--- src/rtl/mc_control_fsm.sv ---
// Multicycle MIPS main controller: Moore FSM sequencing fetch/decode/execute/memory/write-back.
// Optional bne support is enabled by defining MC_CTRL_BNE_EN.
module mc_control_fsm #(
  parameter int             OPW      = 6,
  parameter logic [OPW-1:0] OP_RTYPE = OPW'(0),
  parameter logic [OPW-1:0] OP_LW    = OPW'(35),
  parameter logic [OPW-1:0] OP_SW    = OPW'(43),
  parameter logic [OPW-1:0] OP_ADDI  = OPW'(8),
  parameter logic [OPW-1:0] OP_BEQ   = OPW'(4),
  parameter logic [OPW-1:0] OP_J     = OPW'(2),
  parameter logic [OPW-1:0] OP_BNE   = OPW'(5)
) (
  input  logic           CLK,
  input  logic           RST,
  input  logic [OPW-1:0] Opcode,
  input  logic           MemReady,
  output logic           IRWE,
  output logic           PCWE,
  output logic           Branch,
  output logic           IorD,
  output logic           MtoRFSel,
  output logic           DMWE,
  output logic           RFWE,
  output logic           RFDSel,
  output logic           ALUIn1Sel,
  output logic [1:0]     ALUIn2Sel,
  output logic [1:0]     ALUOp,
  output logic [1:0]     PCSrc,
  output logic           BranchNE,
  output logic           Illegal,
  output logic [3:0]     State
);

`ifdef MC_CTRL_BNE_EN
  localparam logic BNE_EN = 1'b1;
`else
  localparam logic BNE_EN = 1'b0;
`endif

  typedef enum logic [3:0] {
    S_FETCH  = 4'd0,
    S_DECODE = 4'd1,
    S_MEMADR = 4'd2,
    S_MEMRD  = 4'd3,
    S_MEMWB  = 4'd4,
    S_MEMWR  = 4'd5,
    S_EXEC   = 4'd6,
    S_ALUWB  = 4'd7,
    S_BRANCH = 4'd8,
    S_ADDIEX = 4'd9,
    S_ADDIWB = 4'd10,
    S_JUMP   = 4'd11,
    S_TRAP   = 4'd12
  } state_e;

  typedef struct packed {
    logic       fetch;
    logic       pcwe;
    logic       branch;
    logic       iord;
    logic       mtorf;
    logic       dmwe;
    logic       rfwe;
    logic       rfdsel;
    logic       alu1;
    logic [1:0] alu2;
    logic [1:0] aluop;
    logic [1:0] pcsrc;
    logic       bne;
    logic       illegal;
  } ctl_t;

  state_e         state_q, state_d;
  logic [OPW-1:0] op_q, op_d;
  ctl_t           ctl_q;
  logic           ne_d;

  // Moore output table; decoded from the next state so the outputs come straight from flops.
  function automatic ctl_t decode_ctl(input state_e s, input logic ne);
    ctl_t c;
    c = '0;
    case (s)
      S_FETCH: begin
        c.fetch = 1'b1;
        c.alu2  = 2'b01;
      end
      S_DECODE: c.alu2 = 2'b10;
      S_MEMADR: begin
        c.alu1 = 1'b1;
        c.alu2 = 2'b10;
      end
      S_MEMRD:  c.iord = 1'b1;
      S_MEMWB: begin
        c.rfwe  = 1'b1;
        c.mtorf = 1'b1;
      end
      S_MEMWR: begin
        c.iord = 1'b1;
        c.dmwe = 1'b1;
      end
      S_EXEC: begin
        c.alu1  = 1'b1;
        c.aluop = 2'b11;
      end
      S_ALUWB: begin
        c.rfwe   = 1'b1;
        c.rfdsel = 1'b1;
      end
      S_BRANCH: begin
        c.alu1   = 1'b1;
        c.aluop  = 2'b01;
        c.branch = 1'b1;
        c.pcsrc  = 2'b01;
        c.bne    = ne;
      end
      S_ADDIEX: begin
        c.alu1 = 1'b1;
        c.alu2 = 2'b10;
      end
      S_ADDIWB: c.rfwe = 1'b1;
      S_JUMP: begin
        c.pcwe  = 1'b1;
        c.pcsrc = 2'b10;
      end
      S_TRAP:   c.illegal = 1'b1;
      default:  c = '0;
    endcase
    return c;
  endfunction

  always_comb begin
    state_d = state_q;
    op_d    = op_q;
    case (state_q)
      S_FETCH:  if (MemReady) state_d = S_DECODE;
      S_DECODE: begin
        op_d = Opcode;
        if (Opcode == OP_LW || Opcode == OP_SW) state_d = S_MEMADR;
        else if (Opcode == OP_RTYPE)            state_d = S_EXEC;
        else if (Opcode == OP_ADDI)             state_d = S_ADDIEX;
        else if (Opcode == OP_BEQ)              state_d = S_BRANCH;
        else if (BNE_EN && Opcode == OP_BNE)    state_d = S_BRANCH;
        else if (Opcode == OP_J)                state_d = S_JUMP;
        else                                    state_d = S_TRAP;
      end
      S_MEMADR: state_d = (op_q == OP_SW) ? S_MEMWR : S_MEMRD;
      S_MEMRD:  if (MemReady) state_d = S_MEMWB;
      S_MEMWB:  state_d = S_FETCH;
      S_MEMWR:  if (MemReady) state_d = S_FETCH;
      S_EXEC:   state_d = S_ALUWB;
      S_ALUWB:  state_d = S_FETCH;
      S_ADDIEX: state_d = S_ADDIWB;
      S_ADDIWB: state_d = S_FETCH;
      S_BRANCH: state_d = S_FETCH;
      S_JUMP:   state_d = S_FETCH;
      S_TRAP:   state_d = S_TRAP;
      default:  state_d = S_FETCH;
    endcase
    ne_d = BNE_EN & (op_d == OP_BNE);
  end

  always_ff @(posedge CLK) begin
    if (RST) begin
      state_q <= S_FETCH;
      op_q    <= '0;
      ctl_q   <= decode_ctl(S_FETCH, 1'b0);
    end else begin
      state_q <= state_d;
      op_q    <= op_d;
      ctl_q   <= decode_ctl(state_d, ne_d);
    end
  end

  // Write enables are gated by RST combinationally so a pending write drops in the reset cycle.
  assign IRWE      = ctl_q.fetch & MemReady & ~RST;
  assign PCWE      = (ctl_q.pcwe | (ctl_q.fetch & MemReady)) & ~RST;
  assign Branch    = ctl_q.branch & ~RST;
  assign DMWE      = ctl_q.dmwe & ~RST;
  assign RFWE      = ctl_q.rfwe & ~RST;
  assign IorD      = ctl_q.iord;
  assign MtoRFSel  = ctl_q.mtorf;
  assign RFDSel    = ctl_q.rfdsel;
  assign ALUIn1Sel = ctl_q.alu1;
  assign ALUIn2Sel = ctl_q.alu2;
  assign ALUOp     = ctl_q.aluop;
  assign PCSrc     = ctl_q.pcsrc;
  assign BranchNE  = ctl_q.bne;
  assign Illegal   = ctl_q.illegal;
  assign State     = state_q;

endmodule

--- config.mk ---
export PLATFORM = sky130hd
export DESIGN_NAME = mc_control_fsm
export DESIGN_NICKNAME = d
export VERILOG_FILES = /design/src/rtl/mc_control_fsm.sv
export SDC_FILE = /design/constraint.sdc
export NUM_CORES = 1
export LEC_CHECK = 0
export ABC_AREA = 1
export BUFFER_PORTS_ARGS = -buffer_cell sky130_fd_sc_hd__buf_4
export CORE_ASPECT_RATIO = 1.1
export CORE_MARGIN = 2
export CORE_UTILIZATION = 40
export DETAILED_ROUTE_END_ITERATION = 10
export PLACE_DENSITY = 0.6
export SLEW_MARGIN = 10
export SYNTH_ARGS = -nofsm -noshare
export SYNTH_HDL_FRONTEND = slang
export SYNTH_SLANG_ARGS = --single-unit
--- constraint.sdc ---
create_clock -name CLK -period 2.7 [get_ports CLK]
set_clock_uncertainty 0.2 [all_clocks]
set_input_delay 0.405 -clock CLK [delete_from_list [all_inputs] [get_ports CLK]]
set_output_delay 0.405 -clock CLK [all_outputs]
set_load 0.03 [all_outputs]
==> out/qor.yml, run 1 <==
grt:
  grt-ovfl-total: 0
  grt_usage_pct: 14.5
  grt_pass1_vias: 989
  grt_pass1_wl_um: 4040
  grt_antenna_before_repair: 0
  grt_start_max_net_pins: 15
power_and_ir_drop:
  power.leakage_nw: 0.743
  peakVddDrop_uv: 274
  powerDensity_mw_per_mm2: 546
job:
  cap_violations: 0
logic_synthesis:
  ys_types: 21
  syn_nets: 183
  synth-seq-cells: 25
  netlist_area_mm2: 0.00123
  synth_top_cell_by_area: "dfxtp_1"
  yosys-top-cells-area: "dfxtp_1 (41%), nor2_1 (10%), nand3_1 (7.3%)"
  synth_cells: 174
  syn_area_per_cell_um2: 7.07
  synthMuxAreaShare_pct: 0
  synth_xor_area_share_pct: 0
  synth_top_family_by_area: "simple AND/OR/NAND/NOR gates"
  synth-simple-area-share_pct: 38.5
  synth_compound_area_share_pct: 7.22
  synth.top_cell.area_share_pct: 40.7
  synthAdderAreaFrac_pct: 0
  ys_warn_count: 0
  yosysSeqAreaShare_pct: 40.7
critical_path:
  critPathBufInv: 2
  cpPeakStageDelay_ns: 0.45
  timing.critical_path.arrival_ns: 1.89
  worstSetupPathType: "flop to flop"
  cp_slowest_cell: "dfxtp_1"
  critPathTopFamily: "simple AND/OR/NAND/NOR gates"
  crit_path_start_kind: "flop"
  worstPathMaxFanout: 12
  crit_chain: "nor2_2 > nand2_2 > inv_2 > nand3_2 > nor2_1 > nor2_2 > inv_1 > nand2_1 > nand3_1 > a21oi_1"
  endpoint_kind: "flop"
  cp_data_required_time_ns: 2.74
  crit_top_cell: "nor2_2"
placed_design:
  dpl.hpwl_um: 2010
  place.gp.congestion: 0.897
  port_buffers: 28
clocking:
  holdBufCountCts: 0
  root_buffer: "clkbuf_4"
  numCtsBuffers: 3
  cts_num_sinks: 25
  post_cts_buffers: 0
  htreeDepth: 1
  clk_pin_slew_ns: 0.13
  tritoncts: "yes"
  clk_latency_ns: 0.31
  post_cts_resized: 0
  clk_path_buf_depth: 2
timing:
  fmax_mhz: 542
  finalCritPeriodShare_pct: 68.4
  min_period_ns: 1.85
  hold_violations: 0
  holdWs_ns: 0.170
  setup_violations: 0
  maxSlewViolCount: 0
  setup_tns_ns: 0
  grt_setup_unrepaired: "no"
detailed_routing:
  drtAntennaViolNets: 0
  drt_pass1_iterations: 4
  dr.first_iter.drc_count: 26
  wl_per_cell_um: 10.9
  drc_errors: 0
  via_count: 1112
  avgViaCountPerCell: 4.83
  drt-total-wl_um: 2500
layout:
  fillers: 304
  final_layout_size_suffix_gt1_share_pct: 27.0
  syn2layout_area_growth_pct: 17.0
  nets: 206
  antenna_cells: 0
floorplanning:
  dieArea_mm2: 0.00353
  fp.dieH_um: 62.2
  io_pins: 30
  core_mm2: 0.00300
  row_count: 21
  die_w_um: 56.9
  start_util_pct: 41.1
outcome:
  outcome: "completed"
min_path:
  min_path_type: "primary input to flop"
-- power breakdown --
group / internal (W) / switching [W] / total, W
registers: 0.000398 / 0.0000148 / 0.000413
logic: 0.0000706 / 0.000143 / 0.000214
clock network: 0.0000553 / 0.000104 / 0.000159
-- worst paths after layout --
path                   startpoint                       to  slack [ns]  depth (start not counted)
max           State[3]$_SDFF_PP0_  ALUIn2Sel[1]$_SDFF_PP0_        0.85                         10
min                           RST      State[1]$_SDFF_PP0_        0.17                          2
max reg2reg   State[3]$_SDFF_PP0_  ALUIn2Sel[1]$_SDFF_PP0_        0.85                         10
min reg2reg  op_q[4]$_SDFFE_PP0P_     op_q[4]$_SDFFE_PP0P_        0.30                          2
-- area by class of cell --
type | count | area (µm²) | share of cell area, %
multi-input cells | 115 | 566 | 39.3
flip-flops and latches | 25 | 500 | 34.8
repair buffers | 28 | 210 | 14.6
inverters | 24 | 92.6 | 6.43
well taps | 34 | 42.5 | 2.96
clock buffers | 3 | 22.5 | 1.57
clock inverters | 1 | 5.00 | 0.348
-- metal layers --
layer | up-vias | GRT usage [%] | wire length, µm
li1 | 581 | - | -
met1 | 480 | 16.2 | 1070
met2 | 43 | 26.0 | 1250
met3 | 8 | 2.92 | 127
met4 | 0 | 6.40 | 52
met5 | - | 0 | 0
-- logic make-up (layout without fill, tap and decap cells) --
kind of cell,after synthesis,after routing
compound gates,17,17
buf+inv,34,56
flops,25,25
other cells,1,1
simple gates,97,97
-- layout by cell type, fill, tap and decap left out --
cell type | netlist | final
nand4_1 | 4 | 4
o21ai_2 | 1 | 1
conb_1 | 1 | 1
o21ai_0 | 10 | 10
clkinv_2 | 0 | 1
dfxtp_1 | 25 | 25
nor3_1 | 1 | 1
nand2_1 | 23 | 23
a21oi_1 | 6 | 6
nor2_4 | 3 | 3
nor2_2 | 6 | 6
nand2_2 | 4 | 4
buf_4 | 7 | 28
inv_1 | 21 | 21
nand2_4 | 2 | 2
nand3_2 | 2 | 2
clkbuf_4 | 0 | 3
nand3_1 | 18 | 18
inv_2 | 2 | 2
nor2_1 | 34 | 34
inv_4 | 1 | 1
-- synth_stat cells, drive strengths merged --
library cell	instances
conb	1
nor2	43
nor3	1
inv	24
a21oi	6
nand3	20
nand4	4
o21ai	11
nand2	29
dfxtp	25
buf	8
clkbuf	2
-- state kept, by name, indices dropped and copies added, names as in the netlist --
name       count
State          4
IorD           1
MtoRFSel       1
ALUIn2Sel      2
ctl_q          4
op_q           6
RFDSel         1
PCSrc          2
ALUIn1Sel      1
ALUOp          2
Illegal        1
-- per-stage QoR --
stage	cells	instance area, µm²	total power, W	worst slack, ns	util (%)
finish	230	1440	0.000786	0.854	48.0
global route	230	1440	0.000837	0.655	48.0
CTS	230	1440	0.000799	0.858	48.0
detailed placement	226	1410	0.000636	0.748	47.1
global placement	226	1410	0.000634	0.796	47.1
floorplan	174	1230	0.000584	0.795	-
(Power assumes the default switching activity.)
==> run 2, diff against run 1 <==
PLACE_DENSITY = 0.62   (was 0.6)
clock period = 1.5 ns   (was 2.7 ns; I/O delays follow)
==> out/qor.yml, run 2 (synthesis gave the netlist of run 1 again) <==
outcome:
  outcome: "finished, violations left"  # was completed
  violations: "negative setup slack"
floorplanning:
  die_w_um: 56.9  # unchanged
  start_util_pct: 41.1  # unchanged
  fp.dieH_um: 62.2  # unchanged
  dieArea_mm2: 0.00353  # unchanged
  io_pins: 30  # unchanged
  core_mm2: 0.00300  # unchanged
  row_count: 21  # unchanged
clocking:
  numCtsBuffers: 3  # unchanged
  clk_path_buf_depth: 2  # unchanged
  clk_latency_ns: 0.33  # was 0.31 ns
  tritoncts: "yes"  # unchanged
  htreeDepth: 1  # unchanged
  cts_num_sinks: 25  # unchanged
  root_buffer: "clkbuf_4"  # unchanged
  clk_pin_slew_ns: 0.14  # was 0.13 ns
layout:
  fillers: 285  # was 304
  syn2layout_area_growth_pct: 46.7  # was 17.0%
  final_common_cell: "buf_4"  # was nor2_1
  final_layout_size_suffix_gt1_share_pct: 44.6  # was 27.0%
  final_cell_area_mm2: 0.00180  # was 0.00144 mm²
  largest-register: "op_q"  # unchanged
  final_cell_mix: "buf_4 (45), nor2_1 (25), dfxtp_1 (21), nand2_1 (21), inv_1 (19)"  # was nor2_1 (34), buf_4 (28), dfxtp_1 (25)
  nets: 232  # was 206
  largest_reg_flops: 6  # unchanged
  antenna_cells: 0  # unchanged
power_and_ir_drop:
  powerDensity_mw_per_mm2: 882  # was 546 mW/mm²
  p_int_w: 0.00104  # was 0.000524 W
  peakVddDrop_uv: 490  # was 274 µV
  p_comb_share_pct: 33.1  # was 27.2%
  clock_power_share_pct: 19.8  # was 20.3%
  switching_share_pct: 34.8  # was 33.4%
  total_power_w: 0.00159  # was 0.000786 W
  power.leakage_nw: 0.904  # was 0.743 nW
  p_seq_share_pct: 47.1  # was 52.5%
  switchingPower_w: 0.000554  # was 0.000262 W
grt:
  grt_usage_pct: 17.6  # was 14.5%
  grt_pass1_vias: 1172  # was 989
  grt_antenna_before_repair: 0  # unchanged
  grt_start_max_net_pins: 16  # was 15
  grt-ovfl-total: 0  # unchanged
  grt_pass1_wl_um: 4870  # was 4040 µm
timing:
  setup_violations: 16  # was 0
  min_period_ns: 1.68  # was 1.85 ns
  finalCritPeriodShare_pct: 112  # was 68.4%
  maxSlewViolCount: 0  # unchanged
  setup_slack_ns: -0.184  # was 0.854 ns
  grt_setup_unrepaired: "yes"  # was no
  hold_violations: 0  # unchanged
  fmax_mhz: 594  # was 542 MHz
  setup_tns_ns: -2.12  # was 0 ns
detailed_routing:
  highest_layer: "met4"  # unchanged
  drt_pass1_iterations: 4  # unchanged
  drc_errors: 0  # unchanged
  via_count: 1225  # was 1112
  drt-total-wl_um: 2950  # was 2500 µm
  wl_met1_um: 1140  # was 1070 µm
  dr.first_iter.drc_count: 32  # was 26
  avgViaCountPerCell: 4.79  # was 4.83
  wl_per_cell_um: 11.5  # was 10.9 µm
  wl_met2_um: 1560  # was 1250 µm
  drtAntennaViolNets: 0  # unchanged
  wl_met3_um: 172  # was 127 µm
critical_path:
  crit_top_cell: "nor2_4"  # was nor2_2
  cp_data_required_time_ns: 1.56  # was 2.74 ns
  crit_path_start_kind: "flop"  # unchanged
  crit_chain: "inv_4 > nor2_4 > nand2_2 > inv_4 > nand3_2 > nor2_4 > nor2_4 > nand2_4 > nand3_2 > a21oi_1"  # was nor2_2 > nand2_2 > inv_2 > nand3_2 > nor2_1 > nor2_2 > inv_1 > nand2_1 > nand3_1 > a21oi_1
  worstSetupPathType: "flop to flop"  # unchanged
  cp_slowest_cell: "dfxtp_4"  # was dfxtp_1
  endpoint_kind: "flop"  # unchanged
  worstPathMaxFanout: 6  # was 12
  timing.critical_path.arrival_ns: 1.75  # was 1.89 ns
  cpPeakStageDelay_ns: 0.42  # was 0.45 ns
placed_design:
  place_area_mm2: 0.00157  # was 0.00141 mm²
  place.gp.congestion: 0.871  # was 0.897
  dpl.hpwl_um: 2160  # was 2010 µm
  port_buffers: 28  # unchanged
min_path:
  min_path_type: "primary input to flop"  # unchanged
job:
  cap_violations: 0  # unchanged
## run 2: cell count changes in the layout (fill, tap and decap cells not counted), sizes merged
| cell | before | now |
|---|---|---|
| buf | 28 | 49 |
| dlygate4sd3 | 0 | 5 |
| clkinv | 1 | 0 |
| inv | 24 | 25 |
## run 2: repair_timing
item,4_1_cts,5_1_grt
hold buffers,5,0
buffers inserted,4,3
endpoints found under the setup margin,16,22
hold endpoints to repair,9,0
resized for setup,11,24
pin swaps,6,6
gates cloned,0,0
## run 2: per-stage QoR
stage                     worst slack [ns]  util (%)  hold WS (ns)  cells
after global placement              -0.123      52.5         0.267    241
after detailed placement            -0.153      52.5         0.272    241
final                               -0.184      60.2        0.0563    256
after CTS                           -0.143      57.4        0.0417    254
after floorplan                    -0.0454         -        0.0881    174
after global routing                -0.303      60.2        0.0549    256
## run 2: power groups by stage
stage | sequential (W) | combinational (W) | clock [W]
6_report | 0.000750 | 0.000527 | 0.000315
5_1_grt | 0.000757 | 0.000571 | 0.000358
4_1_cts | 0.000747 | 0.000489 | 0.000327
3_5_place_dp | 0.000761 | 0.000443 | 0
3_3_place_gp | 0.000758 | 0.000436 | 0
2_1_floorplan | 0.000783 | 0.000287 | 0
## run 2: path summary, 6_finish.rpt
path | from | to | slack (ns) | depth (start not counted)
setup / recovery | State[0]$_SDFF_PP0_ | ALUIn2Sel[1]$_SDFF_PP0_ | -0.18 | 10
hold / removal | RST | PCSrc[0]$_SDFF_PP0_ | 0.06 | 4
setup reg to reg | State[0]$_SDFF_PP0_ | ALUIn2Sel[1]$_SDFF_PP0_ | -0.18 | 10
hold reg to reg | op_q[5]$_SDFFE_PP0P_ | op_q[5]$_SDFFE_PP0P_ | 0.30 | 2
## run 2: area by class of cell
type / instances / area (µm²) / area share (%)
multi-input combinational: 115 / 684 / 37.9
sequential: 25 / 515 / 28.6
tap: 34 / 42.5 / 2.36
clock buffer: 3 / 22.5 / 1.25
clock inverter: 1 / 6.26 / 0.347
timing repair buffer: 54 / 433 / 24.0
inverter: 24 / 100 / 5.55
## run 2: per-layer routing
layer,global-route usage (%),up-vias
li1,-,638
met4,8.14,0
met3,2.92,9
met1,19.4,539
met2,32.3,39
met5,0,-
## run 2: critical path, delay by kind of cell (launching register included)
kind | cells | cell delay (ns)
AND/OR/NAND/NOR | 7 | 0.73
AO/OA/AOI/OAI | 1 | 0.12
flip-flops | 1 | 0.42
buffers and inverters | 2 | 0.13
==> run 3, diff against run 2 <==
CTS_BUF_LIST = sky130_fd_sc_hd__clkbuf_8   (was default)
==> out/qor.yml, run 3 (synthesis gave the netlist of run 1 again) <==
clocking:
  clk_latency_ns: 0.27  # was 0.33 ns
  cts_num_sinks: 25  # unchanged
  clk_pin_slew_ns: 0.09  # was 0.14 ns
  numCtsBuffers: 3  # unchanged
  holdBufCountCts: 0  # was 5
  htreeDepth: 1  # unchanged
  clk_path_buf_depth: 2  # unchanged
  tritoncts: "yes"  # unchanged
  root_buffer: "clkbuf_8"  # was clkbuf_4
timing:
  finalCritPeriodShare_pct: 110  # was 112%
  min_period_ns: 1.66  # was 1.68 ns
  setup_violations: 16  # unchanged
  maxSlewViolCount: 0  # unchanged
  grt_setup_unrepaired: "yes"  # unchanged
  setup_slack_ns: -0.157  # was -0.184 ns
  hold_violations: 0  # unchanged
  fmax_mhz: 603  # was 594 MHz
layout:
  final_cell_mix: "buf_4 (46), nor2_1 (28), nand2_1 (22)"  # was buf_4 (45), nor2_1 (25), dfxtp_1 (21), nand2_1 (21), inv_1 (19)
  multiInputGateArea_um2: 646  # was 684 µm²
  fillers: 298  # was 285
  syn2layout_area_growth_pct: 38.7  # was 46.7%
  nets: 225  # was 232
  ff_latch_area_um2: 515  # unchanged
  final_util_pct: 56.9  # was 60.2%
  largest-register: "op_q"  # unchanged
  final_common_cell: "buf_4"  # unchanged
  largest_reg_flops: 6  # unchanged
  final_layout_size_suffix_gt1_share_pct: 40.9  # was 44.6%
  antenna_cells: 0  # unchanged
detailed_routing:
  avgViaCountPerCell: 4.68  # was 4.79
  drtAntennaViolNets: 0  # unchanged
  drt-total-wl_um: 2770  # was 2950 µm
  wl_per_cell_um: 11.1  # was 11.5 µm
  drt_pass1_iterations: 4  # unchanged
  dr.first_iter.drc_count: 33  # was 32
  drc_errors: 0  # unchanged
  via_count: 1165  # was 1225
power_and_ir_drop:
  total_power_w: 0.00164  # was 0.00159 W
  p_comb_share_pct: 29.4  # was 33.1%
  switching_share_pct: 33.1  # was 34.8%
  peakVddDrop_uv: 606  # was 490 µV
  powerDensity_mw_per_mm2: 962  # was 882 mW/mm²
  p_int_w: 0.00110  # was 0.00104 W
  p_seq_share_pct: 45.5  # was 47.1%
  power.leakage_nw: 0.869  # was 0.904 nW
  switchingPower_w: 0.000543  # was 0.000554 W
  clock_power_share_pct: 25.1  # was 19.8%
outcome:
  violations: "negative setup slack"  # unchanged
  outcome: "finished, violations left"  # unchanged
critical_path:
  ff2ff_setup_slack_ns: -0.16  # was -0.18 ns
  cp_data_required_time_ns: 1.50  # was 1.56 ns
  critPathTopFamily: "simple AND/OR/NAND/NOR gates"  # unchanged
  worstRegToRegCells: 10  # unchanged
  cpPeakStageDelay_ns: 0.40  # was 0.42 ns
  crit_top_cell: "nor2_4"  # unchanged
  path_depth: 10  # unchanged
  reg2reg_to: "ALUIn2Sel[1]$_SDFF_PP0_"  # unchanged
  worstSetupPathType: "flop to flop"  # unchanged
  critPathBufInv: 2  # unchanged
  r2r-start: "State[0]$_SDFF_PP0_"  # unchanged
  crit_chain: "inv_4 > nor2_4 > nand2_2 > inv_4 > nand3_2 > nor2_4 > nor2_4 > nand2_4 > nand3_2 > a21oi_1"  # unchanged
  endpoint_kind: "flop"  # unchanged
  critPathCapture: "ALUIn2Sel[1]$_SDFF_PP0_"  # unchanged
  cp_slowest_cell: "dfxtp_4"  # unchanged
  worstPathMaxFanout: 6  # unchanged
  crit_path_start_kind: "flop"  # unchanged
  crit_start: "State[0]$_SDFF_PP0_"  # unchanged
  timing.critical_path.arrival_ns: 1.66  # was 1.75 ns
job:
  cap_violations: 0  # unchanged
grt:
  grt_start_max_net_pins: 16  # unchanged
  grt-ovfl-total: 0  # unchanged
  grt_antenna_before_repair: 0  # unchanged
  grt_pass1_wl_um: 4820  # was 4870 µm
  grt_usage_pct: 17.4  # was 17.6%
  grt_pass1_vias: 1140  # was 1172
placed_design:
  port_buffers: 28  # unchanged
  dpl.hpwl_um: 2160  # unchanged
  place.gp.congestion: 0.871  # unchanged
floorplanning:
  io_pins: 30  # unchanged
  start_util_pct: 41.1  # unchanged
  dieArea_mm2: 0.00353  # unchanged
  row_count: 21  # unchanged
  core_mm2: 0.00300  # unchanged
  fp.dieH_um: 62.2  # unchanged
  die_w_um: 56.9  # unchanged
min_path:
  min_from: "Opcode[0]"  # was RST
  min_path_type: "primary input to flop"  # unchanged
==> run 3: layer usage <==
| metal | GRT usage [%] | wire length (µm) |
|---|---|---|
| met1 | 19.8 | 1140 |
| met3 | 2.92 | 141 |
| met2 | 31.5 | 1430 |
| met4 | 7.27 | 66 |
| met5 | 0 | 0 |
==> run 3: metrics by stage <==
step / std cells / TNS (ns) / worst slack (ns) / hold WS (ns) / instance area [µm²]
floorplan: 174 / -0.0874 / -0.0454 / 0.0881 / 1280
global placement: 241 / -0.772 / -0.123 / 0.267 / 1570
detailed placement: 241 / -1.28 / -0.153 / 0.272 / 1570
CTS: 249 / -1.05 / -0.126 / 0.0354 / 1680
global route: 249 / -3.14 / -0.258 / 0.0288 / 1710
finish: 249 / -1.47 / -0.157 / 0.0166 / 1710
==> run 3: power groups by stage <==
stage / registers (W) / clock network, W / logic (W)
global placement: 0.000758 / 0 / 0.000436
global route: 0.000754 / 0.000453 / 0.000529
CTS: 0.000746 / 0.000421 / 0.000474
finish: 0.000746 / 0.000411 / 0.000482
floorplan: 0.000783 / 0 / 0.000287
detailed placement: 0.000761 / 0 / 0.000443
==> run 3: worst min path at each step <==
stage,to,cells after the start
floorplan,State[1]$_SDFF_PP0_,1
global placement,op_q[4]$_SDFFE_PP0P_,2
detailed placement,op_q[5]$_SDFFE_PP0P_,2
CTS,op_q[2]$_SDFFE_PP0P_,3
global route,op_q[5]$_SDFFE_PP0P_,3
finish,op_q[0]$_SDFFE_PP0P_,3
==> run 3: cell type report <==
cell class / instances / share of cell area [%]
multi-input cells: 115 / 37.9
flip-flops and latches: 25 / 30.2
repair buffers: 47 / 20.9
inverters: 24 / 5.72
well taps: 34 / 2.49
clock buffers: 3 / 2.42
clock inverters: 1 / 0.367
==> run 3: tightest hold or removal path, delay by kind of cell <==
family | cells | cell delay (ns)
buf+inv | 1 | 0.10
simple gates | 1 | 0.07
compound gates | 1 | 0.06
==> run 3: timing repair <==
action | 4_1_cts | 5_1_grt
cloned | 0 | 0
setup buffers | 4 | 0
endpoints found under the hold margin | 0 | 0
setup endpoints to repair | 16 | 19
pin swaps | 6 | 4
resized for setup | 10 | 9
